### src/rtl/pc_branch_unit.sv
// Program-counter stage: conditional jumps against a registered flag register,
// CALL/RET via a small return-address stack. Optional halt: PC_BRANCH_UNIT_HALT_EN.
module pc_branch_unit #(
    parameter int ADDR_W      = 8,
    parameter int STACK_DEPTH = 4
) (
    input  logic              clk,
    input  logic              reset,
    input  logic [3:0]        alu_flags,
    input  logic              flags_load,
    input  logic              jmp,
    input  logic [2:0]        jmp_cond,
    input  logic [ADDR_W-1:0] target,
    input  logic              call,
    input  logic              ret,
    output logic [ADDR_W-1:0] pc,
    output logic [3:0]        flags,
    output logic              stack_ovf,
    output logic              stack_unf
`ifdef PC_BRANCH_UNIT_HALT_EN
    ,
    input  logic              halt,
    output logic              halted
`endif
);

    localparam int IDX_W = (STACK_DEPTH > 1) ? $clog2(STACK_DEPTH) : 1;
    localparam int SP_W  = IDX_W + 1;
    localparam logic [SP_W-1:0] SP_FULL = SP_W'(STACK_DEPTH);

    logic [ADDR_W-1:0] ret_stack [STACK_DEPTH];
    logic [SP_W-1:0]   sp, sp_next;
    logic [ADDR_W-1:0] pc_next, pc_plus1, stack_top;
    logic [IDX_W-1:0]  top_idx, push_idx;
    logic              cond_true, taken;
    logic              stack_empty, stack_full;
    logic              push_en, set_ovf, set_unf;
    logic              freeze;

    logic flag_z, flag_n, flag_c;
    assign flag_z = flags[3];
    assign flag_n = flags[2];
    assign flag_c = flags[1];

`ifdef PC_BRANCH_UNIT_HALT_EN
    // A halt sampled at an edge already blocks that edge's update.
    assign freeze = halt | halted;
`else
    assign freeze = 1'b0;
`endif

    assign pc_plus1    = pc + 1'b1;
    assign stack_empty = (sp == '0);
    assign stack_full  = (sp == SP_FULL);
    assign top_idx     = IDX_W'(sp - 1'b1);
    assign push_idx    = IDX_W'(sp);
    assign stack_top   = ret_stack[top_idx];

    always_comb begin
        cond_true = 1'b0;
        case (jmp_cond)
            3'b000:  cond_true = 1'b1;
            3'b001:  cond_true = flag_z;
            3'b010:  cond_true = !flag_z;
            3'b011:  cond_true = !flag_z && !flag_n;
            3'b100:  cond_true = !flag_n;
            3'b101:  cond_true = flag_n;
            3'b110:  cond_true = flag_z || flag_n;
            3'b111:  cond_true = flag_c;
            default: cond_true = 1'b0;
        endcase
    end

    assign taken = jmp && cond_true;

    always_comb begin
        pc_next = pc_plus1;
        sp_next = sp;
        push_en = 1'b0;
        set_ovf = 1'b0;
        set_unf = 1'b0;
        if (ret) begin
            if (!stack_empty) begin
                pc_next = stack_top;
                sp_next = sp - 1'b1;
            end else begin
                set_unf = 1'b1;
            end
        end else if (call) begin
            pc_next = target;
            if (!stack_full) begin
                push_en = 1'b1;
                sp_next = sp + 1'b1;
            end else begin
                set_ovf = 1'b1;
            end
        end else if (taken) begin
            pc_next = target;
        end
    end

    always_ff @(posedge clk or posedge reset) begin
        if (reset) begin
            pc        <= '0;
            sp        <= '0;
            flags     <= '0;
            stack_ovf <= 1'b0;
            stack_unf <= 1'b0;
        end else if (!freeze) begin
            pc <= pc_next;
            sp <= sp_next;
            if (flags_load) flags <= alu_flags;
            if (set_ovf) stack_ovf <= 1'b1;
            if (set_unf) stack_unf <= 1'b1;
        end
    end

    // Stack contents need no reset; only sp defines validity.
    always_ff @(posedge clk) begin
        if (push_en && !freeze && !reset) ret_stack[push_idx] <= pc_plus1;
    end

`ifdef PC_BRANCH_UNIT_HALT_EN
    always_ff @(posedge clk or posedge reset) begin
        if (reset)     halted <= 1'b0;
        else if (halt) halted <= 1'b1;
    end
`endif

endmodule

### config.mk
export PLATFORM = sky130hd
export DESIGN_NAME = pc_branch_unit
export DESIGN_NICKNAME = d
export VERILOG_FILES = /design/src/rtl/pc_branch_unit.sv
export SDC_FILE = /design/constraint.sdc
export NUM_CORES = 1
export LEC_CHECK = 0
export ABC_CLOCK_PERIOD_IN_PS = 4000
export CAP_MARGIN = 15
export CORE_AREA = 5 5 78 80
export CTS_CLUSTER_DIAMETER = 40
export DETAILED_ROUTE_END_ITERATION = 10
export DIE_AREA = 0 0 83 85
export PLACE_DENSITY = 0.71
export SLEW_MARGIN = 20
export SYNTH_ARGS = -nofsm -noshare
export SYNTH_HDL_FRONTEND = slang
export SYNTH_SLANG_ARGS = --single-unit
### constraint.sdc
create_clock -name clk -period 4 [get_ports clk]
set_input_delay 0.6 -clock clk [delete_from_list [all_inputs] [get_ports clk]]
set_output_delay 0.6 -clock clk [all_outputs]
set_load 0.05 [all_outputs]
==> impl_metrics.tcl, run 1 <==
set metrics [dict create \
    route.detailed.vias_per_inst 5.27 \
    clk_pin_slew_ns 0.09 \
    drtAntennaViolNets 0 \
    top_ports 35 \
    cts_resized 0 \
    cp_slowest_cell "sky130_fd_sc_hd__dfrtp_1" \
    antenna-diode-count 0 \
    synth.net_count 183 \
    worstPathMaxFanout 12 \
    placeableCoreArea_mm2 0.00534 \
    wire_length_of_the_first_global_routing_pass_mm 7.87 \
    cts_max_level 2 \
    grt_start_max_net_pins 19 \
    mostFrequentLayoutCells "sky130_fd_sc_hd__clkdlybuf4s50_1 (34), sky130_fd_sc_hd__edfxtp_1 (32), sky130_fd_sc_hd__mux2i_1 (18)" \
    global_route_congestion_overflow_total 0 \
    netlist_area_mm2 0.00232 \
    cp_data_arrival_time_ns 2.48 \
    initial_core_util 0.435 \
    holdBufCountCts 0 \
    fin_setup_tns_ns 0 \
    outcome "finished, final reports clean" \
    io_buffers 34 \
    leakage_uw 0.00110 \
    antenna_found_initial 0 \
    total_setup_buffers_inserted_after_cts 0 \
    vias 1396 \
    cts_buffers 5 \
    routed_wire_length_per_instance_um 18.1 \
    setup_violations 0 \
    finalWeightedCongestion 0.782 \
    final_period_minus_worst_setup_slack_ns 2.52 \
    ctsLongestPathBuffers 2 \
    yosysUniqueCellTypes 32 \
    globalRouteTotalUtil 0.144 \
    finalNetCount 220 \
    timing.final.max_slew_violations 0 \
    dpl.hpwl_mm 3.64 \
    clock_latency_at_the_later_pin_of_the_worst_skew_pair_ns 0.30 \
    maxSlewHeadroom 0.499 \
    fp.dieH_um 85 \
    synthesized_area_divided_by_synthesized_cell_count_um2 15.0 \
    power_density_mw_per_mm2 728 \
    1st_iter_drt_viols 61 \
    min_period_over_period 0.630 \
    drc 0 \
    clock-skew-final_ns 0.00490 \
    cts-root-buf "sky130_fd_sc_hd__clkbuf_8" \
    worst_pin_slew_ns 0.749 \
    die_x_um 83 \
    path_delay_family "simple AND/OR/NAND/NOR gates" \
    yosys_warnings 0 \
    synth.ff_latch_count 49 \
    dpl_worst_slack_ns 1.17 \
    postSynthCellCount 155 \
    worst_slack_ns 1.48 \
    wl_mm 4.80 \
    fmax_ghz 0.397 \
    setup_crit_start_kind "register" \
    vdd_drop_max_uv 351 \
    critical_path.max_stage_delay_ns 0.76 \
    cap_violations 0 \
    first_global_vias 1521 \
    fp-row-count 27 \
    rsz0062_at_grt "no" \
    crit_path_end_kind "register" \
    die-area_mm2 0.00706 \
    seq_area_frac_synth 0.598 \
    crit_chain "inv_1 > ha_1 > ha_1 > nor3_1 > and2_1" \
    clock_sink_count 49 \
    path_class "register to register" \
    drt_first_pass_iters 4 \
    cpMostUsedCell "sky130_fd_sc_hd__ha_1" \
    mostFrequentLayoutCell "sky130_fd_sc_hd__clkdlybuf4s50_1" \
    timing.critical_path.required_ns 3.96 \
    hp-class "register to register" \
    hold_viol_final 0 \
    post_route_cells_drive_above_1_share 0.140 \
    cts_tree "done" \
    worst_path_bufs_invs 1 \
    area_growth_pct 21.0 \
]
## flip-flops by register name, summed over array words and instances (netlist names)
| signal | count |
|---|---|
| flags | 4 |
| ret_stack | 32 |
| stack_ovf | 1 |
| stack_unf | 1 |
| pc | 8 |
| sp | 3 |
## where the power goes
part	switching (uW)	leakage, uW	internal, uW
Sequential	108	0.000484	709
Clock	173	0.0000452	128
Combinational	551	0.000569	375
## kinds of logic (layout without fill, tap and decap cells)
kind of cell / after synthesis / count (layout) / share of synthesized area
AO/OA/AOI/OAI: 14 / 14 / 0.0442
XOR/XNOR: 8 / 8 / 0.0302
adder cells (fa/ha/maj): 7 / 7 / 0.0378
buffers and inverters: 12 / 50 / 0.0286
flip-flops: 49 / 49 / 0.598
multiplexers: 32 / 32 / 0.186
AND/OR/NAND/NOR: 33 / 33 / 0.0755
## metrics by stage
stage | cells | total power, uW | util | instance area [um2] | hold slack, ns
after floorplan | 155 | 1460 | - | 2320 | 0.526
after global routing | 265 | 2170 | 0.526 | 2810 | 0.494
after global placement | 257 | 1740 | 0.508 | 2710 | 0.453
after detailed placement | 257 | 1770 | 0.508 | 2710 | 0.453
final | 265 | 2040 | 0.526 | 2810 | 0.477
after CTS | 265 | 2070 | 0.526 | 2810 | 0.479
## worst paths after layout
check                           from               to  slack (ns)  depth (start not counted)
max in group asynchronous      reset            pc[1]        2.82                          2
min reg2reg                stack_unf        stack_unf        0.48                          1
min                        stack_unf        stack_unf        0.48                          1
max reg2reg                    sp[0]  ret_stack[2][1]        1.48                          5
min in group asynchronous      reset            sp[1]        0.74                          2
max                            sp[0]  ret_stack[2][1]        1.48                          5
## layout make-up
| class | count | area (um2) |
|---|---|---|
| fill | 468 | 2530 |
| timing repair buffer | 34 | 340 |
| inverter | 8 | 30.0 |
| clock buffer | 5 | 68.8 |
| multi-input combinational | 94 | 867 |
| tap | 72 | 90.1 |
| sequential | 49 | 1390 |
| clock inverter | 3 | 25.0 |
## per-layer routing
| layer | wire length (um) | vias to the layer above | global-route usage |
|---|---|---|---|
| li1 | - | 642 | - |
| met1 | 1980 | 707 | 0.159 |
| met2 | 2530 | 42 | 0.270 |
| met3 | 235 | 5 | 0.0437 |
| met4 | 50 | 0 | 0.0357 |
| met5 | 0 | - | 0 |
## worst reg2reg max path, delay by kind of cell, from the launching register on
kind                     cells  cell delay, ns
adder cells (fa/ha/maj)      2            0.50
buffers and inverters        1            0.15
flip-flops                   1            0.76
AND/OR/NAND/NOR              2            0.77
## cells in the mapped netlist (all sizes together)
cell    count  area, um2
a211oi      2       27.5
a21o        1       7.51
a21oi       4       20.0
and2        4       25.0
and2b       2       17.5
and3        1       6.26
and3b       1       10.0
buf         1       5.00
clkbuf      3       31.3
dfrtp      17        425
edfxtp     32        961
ha          7       87.6
inv         8       30.0
mux2        6       67.6
mux2i      18        180
mux4        8        184
nand2      11       41.3
nand2b      1       6.26
nand3       3       15.0
nor2        6       22.5
nor2b       1       13.8
nor3        2       10.0
nor3b       1       7.51
o21ai       3       15.0
o21bai      3       22.5
o311a       1       10.0
xnor2       4       35.0
xor2        4       35.0
Power figures use the tool's default switching activity.
==> inputs of run 2 (changes only) <==
Settings changed: ABC_CLOCK_PERIOD_IN_PS 4000 to 2530.
Clock period 4 ns to 2.53 ns, I/O delays scaled along.
==> impl_metrics.tcl, run 2 (synthesis results as in run 1) <==
set metrics [dict create \
    outcome "finished, final reports clean" \
    dpl.hpwl_mm 3.41 \
    finalWeightedCongestion 0.816 \
    clock_sink_count 49 \
    fp.dieH_um 85 \
    postLayoutCellArea_mm2 0.00284 \
    leakage_uw 0.00112 \
    maxSlewHeadroom 0.525 \
    1st_iter_drt_viols 94 \
    die_x_um 83 \
    mostFrequentLayoutCells "sky130_fd_sc_hd__clkdlybuf4s50_1 (34), sky130_fd_sc_hd__edfxtp_1 (32), sky130_fd_sc_hd__mux2i_1 (18)" \
    grt_start_max_net_pins 18 \
    ctsLongestPathBuffers 2 \
    antenna-diode-count 0 \
    post_route_cells_drive_above_1_share 0.143 \
    global_route_congestion_overflow_total 0 \
    min_period_over_period 0.859 \
    clock_latency_at_the_later_pin_of_the_worst_skew_pair_ns 0.30 \
    wl_mm 4.71 \
    drc 0 \
    vias 1388 \
    biggestRegsByFlops "ret_stack (32), pc (8), flags (4)" \
    largest_reg_by_ff_count "ret_stack" \
    total_setup_buffers_inserted_after_cts 0 \
    fmax_ghz 0.460 \
    placeableCoreArea_mm2 0.00534 \
    cts_buffers 5 \
    mostFrequentLayoutCell "sky130_fd_sc_hd__clkdlybuf4s50_1" \
    cts_resized 0 \
    fin_setup_tns_ns 0 \
    wire_length_of_the_first_global_routing_pass_mm 8.01 \
    fillCellCount 460 \
    timing.critical_path.required_ns 2.47 \
    power_density_mw_per_mm2 1160 \
    initial_core_util 0.435 \
    cp_data_arrival_time_ns 2.11 \
    holdBufCountCts 0 \
    cts_tree "done" \
    area_growth_pct 22.5 \
    finalNetCount 223 \
    final_period_minus_worst_setup_slack_ns 2.17 \
    routed_wire_length_per_instance_um 17.6 \
    path_class "register to register" \
    worst_pin_slew_ns 0.712 \
    setup_violations 0 \
    hp-class "register to register" \
    vdd_drop_max_uv 468 \
    fp-row-count 27 \
    drtAntennaViolNets 0 \
    flip_flop_and_latch_area_mm2 0.00139 \
    timing.final.max_slew_violations 0 \
    clk_pin_slew_ns 0.08 \
    cts-root-buf "sky130_fd_sc_hd__clkbuf_8" \
    top_ports 35 \
    placement.cell_area_mm2 0.00274 \
    crit_path_end_kind "register" \
    cts_max_level 2 \
    antenna_found_initial 0 \
    footprint_of_the_multi_input_gates_um2 867 \
    rsz0062_at_grt "no" \
    drt_first_pass_iters 4 \
    worstPathMaxFanout 8 \
    route.detailed.vias_per_inst 5.18 \
    hold_viol_final 0 \
    clock-skew-final_ns 0.00654 \
    cap_violations 0 \
    largest_register_ff_count 32 \
    globalRouteTotalUtil 0.143 \
    die-area_mm2 0.00706 \
    rrSetupSlack_ns 0.36 \
    io_buffers 34 \
    first_global_vias 1618 \
    setup_crit_start_kind "register" \
]
## run 2: cell count changes in the layout (fill, tap and decap cells not counted)
cell                         before  now
sky130_fd_sc_hd__clkbuf_1         0    1
sky130_fd_sc_hd__buf_4            0    3
sky130_fd_sc_hd__inv_6            2    0
sky130_fd_sc_hd__clkinv_1         0    1
sky130_fd_sc_hd__bufinv_16        0    1
sky130_fd_sc_hd__clkinvlp_4       1    0
## run 2: layer usage
layer  vias up  share of wire  wire length [um]  track usage
li1        646              -                 -            -
met1       693           0.45              2140        0.184
met2        43           0.48              2260        0.237
met3         6          0.054               254       0.0369
met4         0          0.012                56       0.0490
met5         -              0                 0            0
## run 2: cell type report
class / instances / area share
sequential: 49 / 0.488
timing repair buffer: 37 / 0.128
inverter: 8 / 0.0106
clock inverter: 2 / 0.0119
tap: 72 / 0.0317
clock buffer: 6 / 0.0255
multi-input combinational: 94 / 0.305
## run 2: final timing paths
kind | from | end | cells past startpoint
worst max-delay path | sp[1] | ret_stack[1][4] | 5
worst min-delay path | stack_unf | stack_unf | 1
worst max register to register | sp[1] | ret_stack[1][4] | 5
worst min register to register | stack_unf | stack_unf | 1
max in group asynchronous | reset | pc[3] | 2
min in group asynchronous | reset | pc[7] | 2
## run 2: through the flow
step	setup slack [ns]	total power, uW	utilization	hold WS, ns	std cells
final	0.358	3280	0.533	0.497	268
after global placement	0.356	2700	0.513	0.446	260
after floorplan	0.425	2300	-	0.306	155
after CTS	0.392	3310	0.533	0.498	268
after global routing	0.268	3480	0.533	0.518	268
after detailed placement	0.310	2770	0.513	0.477	260
## run 2: report_power, final
part           total [uW]  internal, uW  leakage [uW]  switching (uW)
sequential           1240          1120      0.000484             121
clock                 541           292     0.0000528             248
combinational        1500           608      0.000584             893
total                3280          2020       0.00112            1260
## run 2: critical path, cell delays in order, from the launching register on
cell,delay (ns)
sky130_fd_sc_hd__dfrtp_1,0.40
sky130_fd_sc_hd__inv_1,0.09
sky130_fd_sc_hd__ha_1,0.23
sky130_fd_sc_hd__ha_1,0.23
sky130_fd_sc_hd__nor3_1,0.36
sky130_fd_sc_hd__and2_1,0.51
